## src/rtl/dm_pkg.sv

```systemverilog
// Debug-module shared types for the TCK-side DMI path.
// Holds the DMI request/response payloads, the DTM op and response codes,
// and the state encoding of the DMI request arbiter.
package dm;

    typedef enum logic [1:0] {
        DTM_NOP   = 2'h0,
        DTM_READ  = 2'h1,
        DTM_WRITE = 2'h2
    } dtm_op_e;

    // Response codes carried in dmi_resp_t.resp
    localparam logic [1:0] DTM_SUCCESS = 2'h0;
    localparam logic [1:0] DTM_ERR     = 2'h2;
    localparam logic [1:0] DTM_BUSY    = 2'h3;

    typedef struct packed {
        logic [6:0]  addr;
        dtm_op_e     op;
        logic [31:0] data;
    } dmi_req_t;

    typedef struct packed {
        logic [31:0] data;
        logic [1:0]  resp;
    } dmi_resp_t;

    typedef enum logic [1:0] {
        Idle     = 2'd0,
        Fwd      = 2'd1,
        WaitResp = 2'd2,
        Respond  = 2'd3
    } dmi_arb_state_e;

endpackage

```

## src/rtl/dmi_rr_picker.sv

```systemverilog
// Combinational round-robin picker.
// Searches req_i starting at index ptr_i (wrapping) and returns the first
// set bit as a one-hot grant plus its index.
// Ports:
//   req_i    requests, one bit per requester
//   ptr_i    index with highest priority this cycle (must be < NumReq)
//   gnt_o    one-hot grant (zero when no request)
//   idx_o    index of the granted requester
//   valid_o  at least one request present
module dmi_rr_picker #(
    parameter  int unsigned NumReq = 2,
    localparam int unsigned IdxW   = (NumReq > 1) ? $clog2(NumReq) : 1
) (
    input  logic [NumReq-1:0] req_i,
    input  logic [IdxW-1:0]   ptr_i,
    output logic [NumReq-1:0] gnt_o,
    output logic [IdxW-1:0]   idx_o,
    output logic              valid_o
);

    int unsigned       cand_int;
    logic [IdxW-1:0]   cand;

    always_comb begin
        gnt_o    = '0;
        idx_o    = '0;
        valid_o  = 1'b0;
        cand_int = 0;
        cand     = '0;
        for (int unsigned k = 0; k < NumReq; k++) begin
            cand_int = (32'(ptr_i) + k) % NumReq;
            cand     = IdxW'(cand_int);
            if (!valid_o && req_i[cand]) begin
                valid_o     = 1'b1;
                idx_o       = cand;
                gnt_o[cand] = 1'b1;
            end
        end
    end

endmodule

```

## src/rtl/dmi_req_arbiter.sv

```systemverilog
// DMI request arbiter (TCK domain).
// Shares the single DMI request/response channel into the DMI CDC between
// NumReq requesters (0 = JTAG DTM, 1+ = auxiliary TCK-side masters).
// Round-robin grant, one transaction outstanding at a time, response routed
// back to its owner. A response-wait timeout synthesizes a DTM_ERR response.
//
// state    | meaning
// ---------+-----------------------------------------------------------
// Idle     | choose next owner round-robin from req_valid_i
// Fwd      | owner's request presented to the CDC until accepted
// WaitResp | waiting for CDC response, timeout counter running
// Respond  | registered response held to owner until resp_ready_i
//
// Ports:
//   tck_i, trst_ni        clock, async active-low reset
//   dmi_clear_i           synchronous abort back to Idle
//   req_valid_i/ready_o   per-requester request handshake
//   req_i                 per-requester request payload
//   resp_valid_o/ready_i  per-requester response handshake
//   resp_o                shared response payload
//   dmi_req_*             request channel to the CDC
//   dmi_resp_*            response channel from the CDC
//   stale_resp_o          pulse when a CDC response is discarded
module dmi_req_arbiter
    import dm::*;
#(
    parameter  int unsigned NumReq        = 2,
    parameter  int unsigned TimeoutCycles = 1024,
    localparam int unsigned TimeoutW      = $clog2(TimeoutCycles + 1),
    localparam int unsigned IdxW          = (NumReq > 1) ? $clog2(NumReq) : 1
) (
    input  logic              tck_i,
    input  logic              trst_ni,
    input  logic              dmi_clear_i,
    input  logic [NumReq-1:0] req_valid_i,
    output logic [NumReq-1:0] req_ready_o,
    input  dmi_req_t          req_i [NumReq],
    output logic [NumReq-1:0] resp_valid_o,
    input  logic [NumReq-1:0] resp_ready_i,
    output dmi_resp_t         resp_o,
    output dmi_req_t          dmi_req_o,
    output logic              dmi_req_valid_o,
    input  logic              dmi_req_ready_i,
    input  dmi_resp_t         dmi_resp_i,
    input  logic              dmi_resp_valid_i,
    output logic              dmi_resp_ready_o,
    output logic              stale_resp_o
);

    dmi_arb_state_e    state_q;
    logic [IdxW-1:0]   owner_q;
    logic [NumReq-1:0] owner_oh_q;
    logic [IdxW-1:0]   rr_ptr_q;
    logic [IdxW-1:0]   rr_ptr_d;
    logic [TimeoutW-1:0] cnt_q;
    dmi_resp_t         resp_q;

    logic [NumReq-1:0] pick_gnt;
    logic [IdxW-1:0]   pick_idx;
    logic              pick_valid;

    dmi_rr_picker #(
        .NumReq (NumReq)
    ) u_picker (
        .req_i   (req_valid_i),
        .ptr_i   (rr_ptr_q),
        .gnt_o   (pick_gnt),
        .idx_o   (pick_idx),
        .valid_o (pick_valid)
    );

    assign rr_ptr_d = (pick_idx == IdxW'(NumReq - 1)) ? '0 : pick_idx + 1'b1;

    always_ff @(posedge tck_i or negedge trst_ni) begin
        if (!trst_ni) begin
            state_q    <= Idle;
            owner_q    <= '0;
            owner_oh_q <= NumReq'(1);
            rr_ptr_q   <= '0;
            cnt_q      <= '0;
            resp_q     <= '0;
        end else if (dmi_clear_i) begin
            state_q    <= Idle;
            owner_q    <= '0;
            owner_oh_q <= NumReq'(1);
            rr_ptr_q   <= '0;
            cnt_q      <= '0;
            resp_q     <= '0;
        end else begin
            case (state_q)
                Idle: begin
                    if (pick_valid) begin
                        owner_q    <= pick_idx;
                        owner_oh_q <= pick_gnt;
                        rr_ptr_q   <= rr_ptr_d;
                        state_q    <= Fwd;
                    end
                end
                Fwd: begin
                    if (dmi_req_ready_i) begin
                        cnt_q   <= '0;
                        state_q <= WaitResp;
                    end
                end
                WaitResp: begin
                    // A real response beats a timeout expiring in the same cycle.
                    if (dmi_resp_valid_i) begin
                        resp_q  <= dmi_resp_i;
                        state_q <= Respond;
                    end else if (cnt_q == TimeoutW'(TimeoutCycles - 1)) begin
                        resp_q  <= '{data: '0, resp: DTM_ERR};
                        state_q <= Respond;
                    end else begin
                        cnt_q <= cnt_q + 1'b1;
                    end
                end
                Respond: begin
                    if (resp_ready_i[owner_q]) begin
                        state_q <= Idle;
                    end
                end
                default: state_q <= Idle;
            endcase
        end
    end

    // Request handshake passes straight through so the owner sees ready in
    // the same cycle the CDC accepts; clear suppresses both directions.
    assign dmi_req_o        = req_i[owner_q];
    assign dmi_req_valid_o  = (state_q == Fwd) && !dmi_clear_i;
    assign req_ready_o      = (dmi_req_valid_o && dmi_req_ready_i) ? owner_oh_q : '0;
    assign resp_valid_o     = ((state_q == Respond) && !dmi_clear_i) ? owner_oh_q : '0;
    assign resp_o           = resp_q;
    assign dmi_resp_ready_o = 1'b1;
    // Any response not captured in WaitResp is consumed and flagged.
    assign stale_resp_o     = dmi_resp_valid_i && (dmi_clear_i || (state_q != WaitResp));

    a_req_ready_onehot: assert property (@(posedge tck_i) disable iff (!trst_ni)
        $onehot0(req_ready_o));

    a_resp_valid_onehot: assert property (@(posedge tck_i) disable iff (!trst_ni)
        $onehot0(resp_valid_o));

    a_req_stable: assert property (@(posedge tck_i) disable iff (!trst_ni)
        (dmi_req_valid_o && !dmi_req_ready_i) |=> (!dmi_req_valid_o || $stable(dmi_req_o)));

    a_owner_holds_valid: assert property (@(posedge tck_i) disable iff (!trst_ni || dmi_clear_i)
        (state_q == Fwd) |-> req_valid_i[owner_q]);

endmodule

```

## config.mk

```make
export PLATFORM = sky130hd
export DESIGN_NAME = dmi_req_arbiter
export DESIGN_NICKNAME = d
export VERILOG_FILES = /design/src/rtl/dm_pkg.sv /design/src/rtl/dmi_rr_picker.sv /design/src/rtl/dmi_req_arbiter.sv
export SDC_FILE = /design/constraint.sdc
export NUM_CORES = 1
export LEC_CHECK = 0
export CAP_MARGIN = 15
export CORE_ASPECT_RATIO = 1.25
export CORE_UTILIZATION = 35
export DETAILED_ROUTE_END_ITERATION = 6
export HOLD_SLACK_MARGIN = 0.1
export PLACE_DENSITY = 0.83
export SYNTH_ARGS = -nofsm -noshare
export SYNTH_HDL_FRONTEND = slang
export SYNTH_SLANG_ARGS = --single-unit
```

## constraint.sdc

```tcl
create_clock -name tck_i -period 2.5 [get_ports tck_i]
set_input_delay 0.25 -clock tck_i [delete_from_list [all_inputs] [get_ports tck_i]]
set_output_delay 0.25 -clock tck_i [all_outputs]
set_load 0.1 [all_outputs]
```

==> results_dict.tcl, run 1 <==
set metrics [dict create \
    total_power_w 0.004173 \
    ys_ff_latch 51 \
    yosys.area.top_type "dfrtp_1" \
    chipHeight_um 103.8 \
    final_cell_count_no_fill 603 \
    layout.nets 637 \
    std_cell_rows 36 \
    min_path_type "input pin to register" \
    synth_nets 441 \
    hpwl_mm 8.194 \
    rr_worst_depth 7 \
    hold_violations 0 \
    antennaDiodeCount 0 \
    die_area_um2 8664 \
    cp_data_required_time_ps 2660 \
    worst_pin_slew_ps 685.6 \
    critPathSlowestCell "nor4_1" \
    clk_pin_slew_ps 90 \
    multi_input_area_um2 1508 \
    grt_overflow 0 \
    leakagePower_nw 2.326 \
    rrSetupSlack_ps 300 \
    ctsResizeCount 0 \
    antenna_found_initial 0 \
    first_pass_iters 4 \
    startpoint "cnt_q[0]" \
    via_per_inst 5.144 \
    ys_types 40 \
    highest_layer "met4" \
    path_depth 7 \
    finalCritPeriodShare_pct 87.94 \
    synthTopCellsByArea "dfrtp_1 (43%), mux2_2 (16%), a21oi_1 (6.6%)" \
    ir_worst_vdd_v 0.0005251 \
    place.gp.congestion 0.8206 \
    io_pins 207 \
    hold_slack_ps 427.7 \
    syn_avg_cell_area_um2 9.334 \
    rsz0062_at_grt "no" \
    grt.total_usage_pct 23.36 \
    fmax_mhz 454.9 \
    max_stage_delay_ps 520 \
    seq_area_um2 1277 \
    synth-edff-count 0 \
    synth_top_cell_area_share_pct 43.10 \
    critical_path.cell_chain "ha_1, nand3_1, nor4_1, o21ai_2, buf_12, nand2_1, a21oi_1" \
    route.vias.total 3102 \
    fin_crit_ps 2198 \
    final.setup_skew_ps 6.485 \
    slew_violations 0 \
    tritoncts "yes" \
    dr.first_iter.drc_count 198 \
    worstSetupStartpointType "register" \
    path_delay_family "simple AND/OR/NAND/NOR gates" \
    placed_cells 594 \
    areaGrowthSynthToFinish_pct 87.93 \
    synth_area_um2 2903 \
    path_buf_inv 1 \
    die_x_um 83.46 \
    maxCapViolCount 0 \
    syn_inst 311 \
    async_flop_share_pct 100.0 \
    drtAntennaViolNets 0 \
    cp-end-kind "register" \
    outcome "finished clean" \
    synthFlopType "dfrtp_1" \
    critical_path.reg2reg.startpoint "cnt_q[0]" \
    drc 0 \
    clk_latency_ps 300 \
    wl_per_cell_um 16.89 \
    wirelength_mm 10.18 \
    ys_top_cells_by_count "dfrtp_1 (50), nand2_1 (43), mux2_2 (41)" \
    arrival_ps 2360 \
    grt_max_degree 52 \
    yosysMostFrequentCell "dfrtp_1" \
    fill_cells 598 \
    wl_met2_mm 5.614 \
    final_util_pct 68.81 \
    htreeDepth 2 \
    critPathKind "register to register" \
    r2r-end "resp_o[23]" \
    fin_tns_setup_ps 0 \
    drive_above_1_share_pct 29.72 \
    port_buffers 205 \
    relSlewSlack_pct 54.29 \
    setup_viol 0 \
    grt_pass1_wl_mm 16.33 \
    clock_path_buffers 2 \
    worst-path-max-fanout 19 \
    cts_buffers 5 \
    power.density_nw_per_um2 765.0 \
    numClockSinks 51 \
    ys.warnings.count 0 \
    drt-met1-wl_mm 3.707 \
    met3_length_um 708 \
    crit_path_end "resp_o[23]" \
    clk_root_buffer_cell "clkbuf_8" \
    grt_pass1_vias 3144 \
    ys_seq_area_share_pct 44.01 \
    initial_core_util_pct 36.62 \
    coreArea_um2 7928 \
]
==> flip-flops by register name (all words and copies together) (netlist names) <==
name and count:
cnt_q 11, owner_oh_q 2, owner_q 1, state_q 2, resp_o 34, rr_ptr_q 1
==> final cells by class <==
cell class	instances	area share, %
clock inverters	3	0.3670
multi-input cells	231	27.64
flip-flops and latches	51	23.42
clock buffers	5	1.261
repair buffers	214	44.86
well taps	95	2.179
inverters	4	0.2752
==> report_power, final <==
group	internal, W	total, W	switching, W
clock	0.000195	0.000465	0.000270
sequential	0.000908	0.000971	0.0000625
combinational	0.000947	0.00274	0.00179
==> through the flow <==
stage | worst slack, ps | area [um2]
final | 301.5 | 5455
after global routing | 61.42 | 5455
after CTS | 285.6 | 5455
after detailed placement | 305.3 | 5356
after global placement | 416.7 | 5356
after floorplan | 105.5 | 2908
==> worst min-delay path by stage <==
stage                      startpoint    endpoint  slack, ps  cells past startpoint
after floorplan               trst_ni    cnt_q[0]        -50                      0
after global placement        trst_ni  resp_o[17]        390                      2
after detailed placement      trst_ni  state_q[1]        400                      2
after CTS                 dmi_clear_i  state_q[0]        420                      2
after global routing      dmi_clear_i  state_q[0]        450                      2
final                     dmi_clear_i  state_q[0]        430                      2
==> what timing repair did <==
| action | CTS | global route |
|---|---|---|
| hold buffers | 1 | 0 |
| buffers inserted | 0 | 0 |
| endpoints found under the hold margin | 50 | 0 |
==> kinds of logic (layout without fill, tap and decap cells) <==
logic type                 count (synthesis)  in the layout  share of synthesized area (%)
buffers and inverters                     29            226                          4.353
and+or+nand+nor                          117            117                          19.66
muxes                                     43             43                          16.59
other                                      1              1                         0.1292
xor gates and xnor gates                   1              1                         0.3018
adders and majority gates                  5              5                          2.155
AOI/OAI and AO/OA                         64             64                          12.80
DFF                                       51             51                          44.01
==> routing by layer <==
layer,global-route usage [%],up-vias
met4,4.722,0
met2,44.50,129
li1,-,1474
met5,0,-
met1,26.06,1487
met3,5.737,12
==> cell usage in the layout (no fill, tap or decap), drive strengths merged, types with 4 or more instances in the layout <==
cell type / netlist / routed
ha: 5 / 5
nor2: 12 / 12
nand3: 36 / 36
nand2b: 6 / 6
buf: 11 / 91
clkbuf: 14 / 5
dfrtp: 50 / 50
clkdlybuf4s50: 0 / 122
mux2: 41 / 41
a21oi: 38 / 38
inv: 4 / 4
nand2: 43 / 43
o21ai: 14 / 14
nor2b: 5 / 5
No activity file was read; power rests on OpenSTA's default activity.
==> inputs of run 2 (changes only) <==
--- a/config.mk
+++ b/config.mk
@@ -8,6 +8,7 @@
 export CAP_MARGIN = 15
 export CORE_ASPECT_RATIO = 1.25
 export CORE_UTILIZATION = 35
+export CTS_CLUSTER_DIAMETER = 80
 export DETAILED_ROUTE_END_ITERATION = 6
 export HOLD_SLACK_MARGIN = 0.1
 export PLACE_DENSITY = 0.83
==> results of run 2 <==
The final DEF is identical to that of run 1; final timing and power are the same.
